[src/rtl/onehot_pkg.sv]
// onehot_pkg: shared constants, scheduler state type and index decode helper
// for the one-hot round-robin scheduler and its downstream decoder stage.
package onehot_pkg;

  localparam int N_REQ = 8;
  localparam int IDX_W = 3;

  typedef enum logic [0:0] {
    S_IDLE = 1'b0,
    S_BUSY = 1'b1
  } sched_state_t;

  function automatic logic [N_REQ-1:0] idx2onehot(
    input logic [IDX_W-1:0] idx
  );
    logic [N_REQ-1:0] v;
    v      = '0;
    v[idx] = 1'b1;
    return v;
  endfunction

endpackage

[src/rtl/onehot_rr_sched_rr_pick.sv]
// rr_pick: combinational round-robin winner search starting after `last`,
// wrapping modulo N_REQ and ending at `last`; excluded bits never win.
module rr_pick
  import onehot_pkg::*;
(
  input  logic [N_REQ-1:0] req,
  input  logic [IDX_W-1:0] last,
  input  logic [N_REQ-1:0] excl,
  output logic [IDX_W-1:0] win_idx,
  output logic             found
);

  logic [IDX_W-1:0] cand;

  // first eligible requester in order last+1 .. last+8
  always_comb begin
    found   = 1'b0;
    win_idx = '0;
    cand    = '0;
    for (int k = 1; k <= N_REQ; k++) begin
      cand = last + IDX_W'(k);
      if (!found && req[cand] && !excl[cand]) begin
        found   = 1'b1;
        win_idx = cand;
      end
    end
  end

endmodule

[src/rtl/onehot_rr_sched.sv]
// onehot_rr_sched: registered one-hot round-robin grant for eight requesters.
// Optional hold-limit preemption is enabled by defining ONEHOT_SCHED_HOLD_EN.
module onehot_rr_sched
  import onehot_pkg::*;
#(
  parameter int MAX_HOLD = 15
) (
  input  logic             clk,
  input  logic             rst,
  input  logic [N_REQ-1:0] req,
  output logic [N_REQ-1:0] grant,
  output logic [IDX_W-1:0] grant_idx,
  output logic             grant_vld,
  output logic             preempt
);

  sched_state_t     state_q, state_d;
  logic [IDX_W-1:0] last_q, last_d;
  logic [N_REQ-1:0] grant_q, grant_d;
  logic [IDX_W-1:0] idx_q, idx_d;
  logic             vld_q, vld_d;
  logic             pre_q, pre_d;

  logic [N_REQ-1:0] excl;
  logic [IDX_W-1:0] win_idx;
  logic             found;
  logic             own_req;
  logic             at_lim;

  assign own_req = (state_q == S_BUSY) && req[idx_q];

`ifdef ONEHOT_SCHED_HOLD_EN
  localparam int HW = $clog2(MAX_HOLD + 1);

  logic [HW-1:0] hold_q, hold_d;

  assign at_lim = own_req && (hold_q == HW'(MAX_HOLD));
`else
  logic unused_cfg;

  assign unused_cfg = (MAX_HOLD > 255);
  assign at_lim     = 1'b0;
`endif

  // at the hold limit the current owner is kept out of the search
  assign excl = at_lim ? idx2onehot(idx_q) : '0;

  rr_pick u_pick (
    .req    (req),
    .last   (last_q),
    .excl   (excl),
    .win_idx(win_idx),
    .found  (found)
  );

  // next-state: keep, hand over, restart hold, or go idle
  always_comb begin
    state_d = state_q;
    last_d  = last_q;
    grant_d = grant_q;
    idx_d   = idx_q;
    vld_d   = vld_q;
    pre_d   = 1'b0;
`ifdef ONEHOT_SCHED_HOLD_EN
    hold_d  = hold_q;
`endif
    if (own_req && !at_lim) begin
`ifdef ONEHOT_SCHED_HOLD_EN
      hold_d = hold_q + HW'(1);
`endif
    end else if (found) begin
      state_d = S_BUSY;
      last_d  = win_idx;
      idx_d   = win_idx;
      grant_d = idx2onehot(win_idx);
      vld_d   = 1'b1;
      pre_d   = at_lim;
`ifdef ONEHOT_SCHED_HOLD_EN
      hold_d  = HW'(1);
`endif
    end else if (at_lim) begin
`ifdef ONEHOT_SCHED_HOLD_EN
      hold_d = HW'(1);
`endif
    end else begin
      state_d = S_IDLE;
      grant_d = '0;
      idx_d   = '0;
      vld_d   = 1'b0;
`ifdef ONEHOT_SCHED_HOLD_EN
      hold_d  = '0;
`endif
    end
  end

  // state registers with synchronous reset
  always_ff @(posedge clk) begin
    if (rst) begin
      state_q <= S_IDLE;
      last_q  <= IDX_W'(N_REQ - 1);
      grant_q <= '0;
      idx_q   <= '0;
      vld_q   <= 1'b0;
      pre_q   <= 1'b0;
    end else begin
      state_q <= state_d;
      last_q  <= last_d;
      grant_q <= grant_d;
      idx_q   <= idx_d;
      vld_q   <= vld_d;
      pre_q   <= pre_d;
    end
  end

`ifdef ONEHOT_SCHED_HOLD_EN
  // hold counter, restarted on every grant change
  always_ff @(posedge clk) begin
    if (rst) hold_q <= '0;
    else     hold_q <= hold_d;
  end
`endif

  assign grant     = grant_q;
  assign grant_idx = idx_q;
  assign grant_vld = vld_q;
  assign preempt   = pre_q;

endmodule

[config.mk]
export PLATFORM = sky130hd
export DESIGN_NAME = onehot_rr_sched
export DESIGN_NICKNAME = d
export VERILOG_FILES = /design/src/rtl/onehot_pkg.sv /design/src/rtl/onehot_rr_sched_rr_pick.sv /design/src/rtl/onehot_rr_sched.sv
export SDC_FILE = /design/constraint.sdc
export NUM_CORES = 1
export LEC_CHECK = 0
export ABC_AREA = 1
export ABC_CLOCK_PERIOD_IN_PS = 3100
export BUFFER_PORTS_ARGS = -buffer_cell sky130_fd_sc_hd__buf_2
export CAP_MARGIN = 20
export CORE_MARGIN = 4
export CORE_UTILIZATION = 50
export DETAILED_ROUTE_END_ITERATION = 7
export PLACE_DENSITY = 0.81
export SLEW_MARGIN = 20
export SYNTH_ARGS = -nofsm -noshare
export SYNTH_HDL_FRONTEND = slang
export SYNTH_HIERARCHICAL = 1
export SYNTH_SLANG_ARGS = --single-unit
[constraint.sdc]
create_clock -name clk -period 3.1 [get_ports clk]
set_clock_uncertainty 0.05 [all_clocks]
set_input_delay 0.155 -clock clk [delete_from_list [all_inputs] [get_ports clk]]
set_output_delay 0.155 -clock clk [all_outputs]
set_load 0.01 [all_outputs]
# == After elaboration in Yosys (flattened, before gate mapping) ==
# Memories as Yosys holds them, arrays and structs flattened. A register that Yosys moved wholly into a read port is not among the register bits.
# Index checks and enable logic that the tools add are counted.
# word_totals
reg_bits,15
romBits,64
output_inout_bits,13
elab_cells,113
n_memories,8
# memory_table
memory,depth,word_bits,read_ports,rd_ports_with_merged_regs,wr,line,text
(no name shown),8,1,1,0,0,onehot_rr_sched_rr_pick.sv:22,if (!found && req[cand] && !excl[cand]) begin
(no name shown),8,1,1,0,0,onehot_rr_sched_rr_pick.sv:22,
(no name shown),8,1,1,0,0,onehot_rr_sched_rr_pick.sv:22,
(no name shown),8,1,1,0,0,onehot_rr_sched_rr_pick.sv:22,
(no name shown),8,1,1,0,0,onehot_rr_sched_rr_pick.sv:22,
(no name shown),8,1,1,1,0,onehot_rr_sched_rr_pick.sv:22,
2 more memories,-,-,-,-,-,-,
# classes
addsub,7
order_cmp,11
muxes,49
n_bitwise,1
reduce_logical,33
# op_table
cell,n
$lt 3x4->1 const B,10
$mux 3,11
$bmux 1 s3,9
$mux 1,27
$logic_and 1x1->1,17
$logic_not 1->1,15
$add 3x3->3 const B,4
$mux 8,1
$add 3x2->3 const B,2
$add 3x1->3 const B,1
$demux 1 s3,1
$ge 3x1->1 const B,1
$reduce_and 2->1,1
$not 1->1,1

# == Longest topological paths before layout ==
# Gate-level depths: netlist of the first run.
# logic_depth
ltp_word,39
mapped_depth,23
mapped_depth_nobuf,21

# == By module ==
# Netlist of the first run, hierarchy kept.
# by_module_without_submodules
mod,n_inst,cells_each,area_per_inst_um2,seq_area_each_um2
rr_pick,1,213,1176.1,0.0
onehot_rr_sched,1,110,812.0,300.3

# == Least setup slack after synthesis of the first run ==
# OpenSTA, ideal clock, no wires.
# synth_timing
path_type,flip-flop to flip-flop
from,reg last_q[1]
to,"reg grant_q[3], in the netlist grant[3]"
arrival_ns,2.687
required_time_ns,2.981
path_slack_ns,0.294
stages_incl_launch_ff,21
path_buffers,2
synth_period_minus_slack_ns,2.806
path_cell_list,dfxtp_1 inv_1 buf_2 ha_1 inv_2 buf_6 nand3_1 nand2_1 nand3_2 nand2_4 nor2_8 nand4_4 inv_2 nand2_1 nor2_1 nor2_1 nand3_1 inv_1 nor4_1 nand2_1 a21oi_2
# synth_via
elab_chain_cells,39
word_cells_on_any_way,88
# synth_lines
item,line,text
"start, declared",onehot_rr_sched.sv:18,"logic [IDX_W-1:0] last_q, last_d;"
"start signal, assigned",onehot_rr_sched.sv:100,last_q <= IDX_W'(N_REQ - 1);
"start signal, assigned",onehot_rr_sched.sv:107,last_q <= last_d;
$add 3x1->3,onehot_rr_sched_rr_pick.sv:21,cand = last + IDX_W'(k);
$mem_v2 8x1,-,
$mux 1 (not written as such),onehot_rr_sched_rr_pick.sv:22,
$logic_not 1->1,onehot_rr_sched_rr_pick.sv:22,
$logic_and 1x1->1,onehot_rr_sched_rr_pick.sv:22,
$mux 1,onehot_rr_sched_rr_pick.sv:22,
$logic_not 1->1,onehot_rr_sched_rr_pick.sv:22,
$logic_and 1x1->1 (2 in a row),onehot_rr_sched_rr_pick.sv:22,
[22 not listed],-,
$logic_and 1x1->1 (2 in a row),onehot_rr_sched_rr_pick.sv:22,
$mux 3 (*),onehot_rr_sched_rr_pick.sv:22,
via win_idx[0],onehot_rr_sched.sv:25,logic [IDX_W-1:0] win_idx;
$lt 3x4->1 (not written as such) or $ge 3x1->1 (tied branches),onehot_pkg.sv:18,v[idx] = 1'b1;
$logic_and 1x1->1 (not written as such),onehot_pkg.sv:18,
$mux 1 (not written as such),onehot_pkg.sv:18,
$demux 1 s3 (*),onehot_pkg.sv:18,
$mux 8 (*),onehot_rr_sched.sv:71,end else if (found) begin
"end signal, assigned",onehot_rr_sched.sv:108,grant_q <= grant_d;
"end, declared",onehot_rr_sched.sv:19,"logic [N_REQ-1:0] grant_q, grant_d;"
# Mark *: on every way through the listed nets, which the timed path passes. The rest lies on a longest branch. The select of a mux whose other input is x is not followed.
# A chain may end at the register's enable or synchronous reset.

# == Worst setup path after layout of the first run ==
# layout_timing
from,reg last_q[0]
to,"reg grant_q[5], in the netlist grant[5]"
# Same word-level chain as after synthesis.

==> results.tsv, run 1 <==
metric	value	unit
Worst Path Max Fanout	21	
first-pass GRT wire length	7900	um
via count	2099	
most used cell, CP	nand2_1	
setup_tns	0	ns
minimum period implied by the final worst setup slack	2.771	ns
Setup crit end kind	flip-flop	
Vias/cell	5.208	
syn avg cell area	6.155	um2
DP HPWL	3657	um
CTS Root Cell	clkbuf_8	
H-tree depth	1	
DRC	0	
Slowest-stage cell, CP	dfxtp_1	
nature of the critical path startpoint	flip-flop	
# diodes	0	
Routed Antenna Nets	0	
Final Hold Viols	0	
Post-Synth Adder-Cell Area	1.259	%
ys async rst share	0	%
Worst-Skew Late Latency	0.25	ns
vias in the first global route	1894	
Final nets	368	
post-synthesis mux area share	0	%
initial antenna violation count	0	
status	finished, final reports clean	
CP Cell Sequence	buf_4 -> ha_1 -> xor2_2 -> nand3_1 -> nand2_1 -> nand3_1 -> nand4_4 -> inv_2 -> nand2_1 -> nor2_1 -> nor2_1 -> nand3_2 -> inv_1 -> nand2_1 -> nor3_1 -> nand2_1 -> a21oi_1	
# setup viols final	0	
Hold/Removal Path Class	input pin to flip-flop	
Pre-antenna DRT Iters	6	
post-synthesis xor/xnor area fraction	2.895	%
cell count after synthesis	323	
Post-synth top flop	dfxtp_1	
EDFF count, synth	0	
hold_buf cts	0	
Num Clock Sinks	15	
register bit total from synthesis	15	
critical setup path kind	flip-flop to flip-flop	
largest family of logic cells by synthesized area	simple AND/OR/NAND/NOR gates	
CTS tree	yes	
grt ovf	0	
clock slew at reported path FFs	0.06	ns
Total GRT Usage	18.38	%
Max Cap Violations	0	
post-DR wirelength/cell	11.36	um
Mapped Area	1988	um2
die area	5050	um2
Final period util	89.38	%
Compound-Gate Fraction of Synth Area	7.048	%
max incr delay on CP	0.34	ns
# rows	22	
Area Overhead vs Synth	10.64	%
Worst Path Required	3.23	ns
Seq/Total Area, Yosys	15.10	%
CTS max path bufs	2	
die height	71.06	um
initial drt markers	64	
layout cells sized above 1	22.82	%
Num CTS Buffers	3	
Netlist cell types	36	
# IOs	23	
Placer Congestion	0.8581	
die width	71.06	um
CORE AREA	3744	um2
number of port buffers	21	
CP arrival	2.90	ns
Initial Utilization	53.11	%
Ys Warns	6	
pin count of the biggest net entering global routing	24	
Post-Synth Simple-Gate Area	58.53	%
Max Freq	360.9	MHz
max-slew violation count	0	
Post-Route WL	4577	um
-- sequential cells by signal (all words and copies together), names as in the netlist --
signal	cells
grant_idx	3
last_q	3
grant_vld	1
grant	8
-- per-layer routing --
metal,global-route usage [%],up-vias,part of all wire (%),wire length (um)
met5,0,-,0,0
met4,6.263,0,1.4,64
met3,1.136,7,3.1,141
met2,32.96,31,50,2270
met1,23.17,949,46,2100
li1,-,1112,-,-
-- logic make-up after synthesis --
family | count (synthesis)
compound gates | 21
xor+xnor | 4
fa+ha+maj | 2
buf+inv | 58
flops | 15
other cells | 1
simple gates | 222
-- cell type report --
cell class,instances,area (um2)
multi-input combinational,266,1476
inverter,42,160.2
clock buffer,4,45.04
timing repair buffer,28,157.7
fill,372,1544
sequential,15,300.3
tap,48,60.06
-- worst max-delay path: cells and delay by family, from the launching register on --
| family | cells | cell delay (ns) |
|---|---|---|
| compound gates | 1 | 0.11 |
| xor+xnor | 1 | 0.24 |
| fa+ha+maj | 1 | 0.30 |
| buf+inv | 3 | 0.47 |
| flops | 1 | 0.34 |
| simple gates | 11 | 1.22 |
-- final timing paths --
check	start	endpoint	slack [ns]	cells past startpoint
worst max-delay path	last_q[0]	grant[5]	0.33	17
worst min-delay path	rst	grant[2]	0.19	2
worst max register to register	last_q[0]	grant[5]	0.33	17
worst min register to register	grant[4]	grant[4]	0.44	2
-- per-stage QoR --
step | instances | setup WS, ns | area, um2 | hold slack [ns] | util [%]
finish | 403 | 0.3294 | 2200 | 0.1939 | 58.76
global route | 403 | -0.008063 | 2200 | 0.2191 | 58.76
CTS | 403 | 0.1816 | 2171 | 0.1998 | 57.99
detailed placement | 399 | 0.2016 | 2126 | 0.4387 | 56.78
global placement | 399 | 0.3043 | 2126 | 0.4359 | 56.78
floorplan | 339 | 0.2942 | 2048 | 0.1741 | -
-- layout by cell type, fill, tap and decap left out, drive strengths merged --
cell / netlist / layout
a21boi: 1 / 1
a21oi: 12 / 12
buf: 13 / 28
clkbuf: 3 / 4
conb: 1 / 17
dfxtp: 15 / 15
ha: 2 / 2
inv: 41 / 42
nand2: 104 / 104
nand3: 74 / 74
nand4: 16 / 16
nor2: 21 / 21
nor3: 2 / 2
nor4: 4 / 4
o2111ai: 3 / 3
o21a: 1 / 1
o21ai: 3 / 3
o221ai: 1 / 1
or2: 1 / 1
xnor2: 2 / 2
xor2: 2 / 2
-- Yosys cell counts (2+ instances only) --
cell,n,area share [%]
ha_1,2,1.3
nor2_1,16,3.0
nand3_1,61,15
nand3_4,2,1.8
inv_1,36,6.8
nand3_2,11,5.5
nor4_1,4,1.3
buf_2,3,0.75
nand4_1,15,4.7
inv_2,5,0.94
nand2_4,2,1.1
buf_6,7,4.0
buf_4,2,0.75
nor2_8,2,2.0
a21oi_2,4,1.8
nor2_2,2,0.63
nand2_2,11,3.5
xnor2_2,2,1.6
nor3_1,2,0.50
o21ai_0,3,0.75
a21oi_1,8,2.0
nand2_1,91,17
o2111ai_1,3,1.3
clkbuf_1,3,0.57
dfxtp_1,15,15
-- timing repair --
| action | 4_1_cts | 5_1_grt |
|---|---|---|
| resized for setup | 0 | 8 |
| setup buffers | 0 | 0 |
| endpoints found under the hold margin | 0 | 0 |
| endpoints found under the setup margin | 0 | 7 |
Power of run 1 is not shown: default switching activity piles up to over one toggle a cycle in this logic, so the estimate is an artifact.
==> run 2: changes to the inputs <==
--- a/config.mk
+++ b/config.mk
@@ -5,15 +5,14 @@
 export SDC_FILE = /design/constraint.sdc
 export NUM_CORES = 1
 export LEC_CHECK = 0
-export ABC_AREA = 1
-export ABC_CLOCK_PERIOD_IN_PS = 3100
+export ABC_CLOCK_PERIOD_IN_PS = 2600
 export BUFFER_PORTS_ARGS = -buffer_cell sky130_fd_sc_hd__buf_2
 export CAP_MARGIN = 20
 export CORE_MARGIN = 4
 export CORE_UTILIZATION = 50
 export DETAILED_ROUTE_END_ITERATION = 7
-export PLACE_DENSITY = 0.81
-export SLEW_MARGIN = 20
+export PLACE_DENSITY = 0.82
+export SLEW_MARGIN = 25
 export SYNTH_ARGS = -nofsm -noshare
 export SYNTH_HDL_FRONTEND = slang
 export SYNTH_HIERARCHICAL = 1
==> constraint.sdc (replaced) <==
create_clock -name clk -period 2.6 [get_ports clk]
set_clock_uncertainty 0.05 [all_clocks]
set_input_delay 0.13 -clock clk [delete_from_list [all_inputs] [get_ports clk]]
set_output_delay 0.13 -clock clk [all_outputs]
set_load 0.01 [all_outputs]
==> run 2 against run 1 <==
  * The run now ends with negative setup slack left
  * Die area decreased by 12%
  * Final area is 16% higher
  * Critical path depth down 3
  * Critical path type unchanged
  * Largest cell class unchanged
==> results.tsv, run 2 <==
metric	value	unit	change
status	finished, violations left		
violated checks	negative setup slack		
setup_tns	-10.42	ns	-10.42 ns
minimum period implied by the final worst setup slack	3.446	ns	+0.6751 ns
critical setup path kind	flip-flop to flip-flop		
CP arrival	3.59	ns	+0.69 ns
CTS max path bufs	2		unchanged
# rows	21		-4.5%
via count	1888		-10%
max FFs per register	8		unchanged
clock slew at reported path FFs	0.10	ns	+0.04 ns
H-tree depth	1		unchanged
nature of the critical path startpoint	flip-flop		
Seq/Total Area, Yosys	17.43	%	+2.3 points
post-DR wirelength/cell	16.44	um	+45%
Post-Route WL	5474	um	+20%
Ys Warns	6		unchanged
Worst Path Required	2.75	ns	-0.48 ns
Reg-to-Reg End	last_q[1]		
Synth area leader	dfxtp_1		
die width	66.70	um	-6.1%
largest cells by area after synthesis	dfxtp_1 (17%), mux4_2 (10%), mux2i_1 (8.7%), nand2b_1 (5.4%), nand2_1 (5.0%)		
Final Hold Viols	0		unchanged
syn avg cell area	8.746	um2	+42%
ys async rst share	0	%	unchanged
setup slack after layout	-0.8457	ns	-1.175 ns
pin count of the biggest net entering global routing	22		-8.3%
crit path launch	last_q[0]		
die area	4449	um2	-12%
multi-input logic area	1572	um2	+6.4%
Compound-Gate Fraction of Synth Area	13.14	%	+6.1 points
largest family of logic cells by synthesized area	simple AND/OR/NAND/NOR gates		
Initial Utilization	51.63	%	-1.5 points
Synth top cells by count	nand2_1 (23), dfxtp_1 (15), mux2i_1 (15), nand2b_1 (15), nor2b_1 (12)		
worst hold stages	2		unchanged
Netlist cell types	58		+61%
Final period util	132.5	%	+43 points
die height	66.70	um	-6.1%
CTS tree	yes		
Post-Synth Simple-Gate Area	33.12	%	-25 points
Max Freq	290.2	MHz	-20%
initial antenna violation count	0		unchanged
vias in the first global route	1844		-2.6%
Reg2Reg Depth	14		-3
share of the synthesized area in the top cell type	17.43	%	+0.25 points
cell count after synthesis	197		-39%
Mapped Area	1723	um2	-13%
max-slew violation count	0		unchanged
Area Overhead vs Synth	48.44	%	
Final nets	300		-18%
initial drt markers	130		+100%
CTS Root Cell	clkbuf_4		
pwr dens	1592	nW/um2	
Reg2Reg Setup Slack	-0.85	ns	-1.18 ns
Worst-Skew Late Latency	0.30	ns	+0.05 ns
VDD IR max	743.8	uV	
# IOs	23		unchanged
layout cells sized above 1	45.30	%	+22 points
Placer Congestion	0.8737		+1.8%
Sequential Area	305.3	um2	+1.7%
# diodes	0		unchanged
Num CTS Buffers	3		unchanged
RSZ-0062 raised after global routing	yes		
commonest non-fill, non-tap cells in the layout	buf_4 (50), nand2_1 (22), buf_2 (21)		
CORE AREA	3337	um2	-11%
Critical R2R Launch	last_q[0]		
hold worst-path end	grant_vld		
count leader, synth	nand2_1		
relative slew slack	59.60	%	
fillers	209		-44%
Pre-antenna DRT Iters	4		-2
post-synthesis mux area share	28.69	%	+29 points
register bit total from synthesis	15		unchanged
EDFF count, synth	0		unchanged
DP HPWL	3877	um	+6.0%
pre-CTS WS	-0.8002	ns	-1.002 ns
Hold/Removal Path Class	input pin to flip-flop		
Worst-Margin Slew	0.6059	ns	
post-synthesis xor/xnor area fraction	1.525	%	-1.4 points
most common cell after layout, fill and taps aside	buf_4		
grt ovf	0		unchanged
Post-synth top flop	dfxtp_1		
Post-Synth Adder-Cell Area	1.452	%	+0.19 points
first-pass GRT wire length	8990	um	+14%
Num Clock Sinks	15		unchanged
Max Cap Violations	0		unchanged
number of port buffers	21		unchanged
DRC	0		unchanged
Routed Antenna Nets	0		unchanged
Total GRT Usage	25.97	%	+7.6 points
Worst Path Max Fanout	7		-67%
Setup crit end kind	flip-flop		
Vias/cell	5.670		+8.9%
Leakage	1.133	nW	
# setup viols final	15		+15
hold path startpoint	rst		
## run 2: changes by cell type after synthesis, sizes merged, moves of 6 or more
cell,before,now
a21oi,12,4
buf,13,7
inv,41,3
mux2i,0,17
mux4,0,11
nand2,104,23
nand2b,0,15
nand3,74,6
nand4,16,1
nor2,21,10
nor2b,0,13
nor3,2,8
## run 2: how the worst max path moves through the flow
stage                           end  slack, ns  cells past startpoint
after global placement    last_q[1]      -0.74                     12
after global routing      last_q[1]      -0.96                     12
after CTS                 last_q[1]      -0.79                     12
after floorplan           last_q[1]       -1.0                     13
final                     last_q[1]      -0.85                     14
after detailed placement  last_q[1]      -0.80                     12
## run 2: metrics by stage
stage	hold slack, ns	instances	area, um2	total power [mW]	util [%]
floorplan	0.3169	215	1892	2.224	-
finish	0.2195	333	2557	4.071	76.64
CTS	0.1908	331	2516	3.858	75.40
detailed placement	0.4016	321	2350	3.252	70.42
global placement	0.3898	321	2350	3.153	70.42
global route	0.2500	333	2557	4.334	76.64
## run 2: layout make-up
cell class                      count  share of cell area [%]
Clock buffer                        4                   1.027
Inverter                            4                   1.174
Multi-Input combinational cell    186                   61.45
Sequential cell                    15                   11.94
Tap cell                           46                   2.250
Timing Repair Buffer               78                   22.16
## run 2: cell families after synthesis
group / after synthesis
xor+xnor: 3
mux: 32
fa+ha+maj: 2
simple gates: 100
compound gates: 30
buf+inv: 14
flops: 15
other cells: 1
## run 2: timing repair
item	CTS	global route
buffers inserted	6	4
gates cloned	0	0
pin swaps	4	8
gates resized for setup	26	9
setup endpoints to repair	15	15
hold buffers	0	0
## run 2: metal layers
| layer | global-route usage, % | vias up | share of wire [%] |
|---|---|---|---|
| met2 | 44.93 | 77 | 52 |
| li1 | - | 897 | - |
| met3 | 4.047 | 12 | 5.1 |
| met1 | 34.52 | 902 | 42 |
| met4 | 4.061 | 0 | 1.2 |
| met5 | 0 | - | 0 |
## run 2: power by group
| part | switching [mW] | leakage [nW] | internal [mW] |
|---|---|---|---|
| clock | 0.0809 | 0.0150 | 0.0597 |
| sequential | 0.0941 | 0.123 | 0.312 |
| combinational | 1.67 | 0.994 | 1.85 |
| total | 1.85 | 1.13 | 2.22 |
## run 2: worst max-delay path: stages, from the launching register on
cell	delay, ns
dfxtp_4	0.40
buf_8	0.14
buf_8	0.11
mux4_2	0.48
mux2_4	0.28
or4b_4	0.59
buf_4	0.16
buf_6	0.11
buf_6	0.11
nor2_4	0.13
nand3_4	0.13
buf_6	0.16
nor3_1	0.23
nor2_1	0.08
and3_1	0.19
No activity file was read; power rests on OpenSTA's default activity.
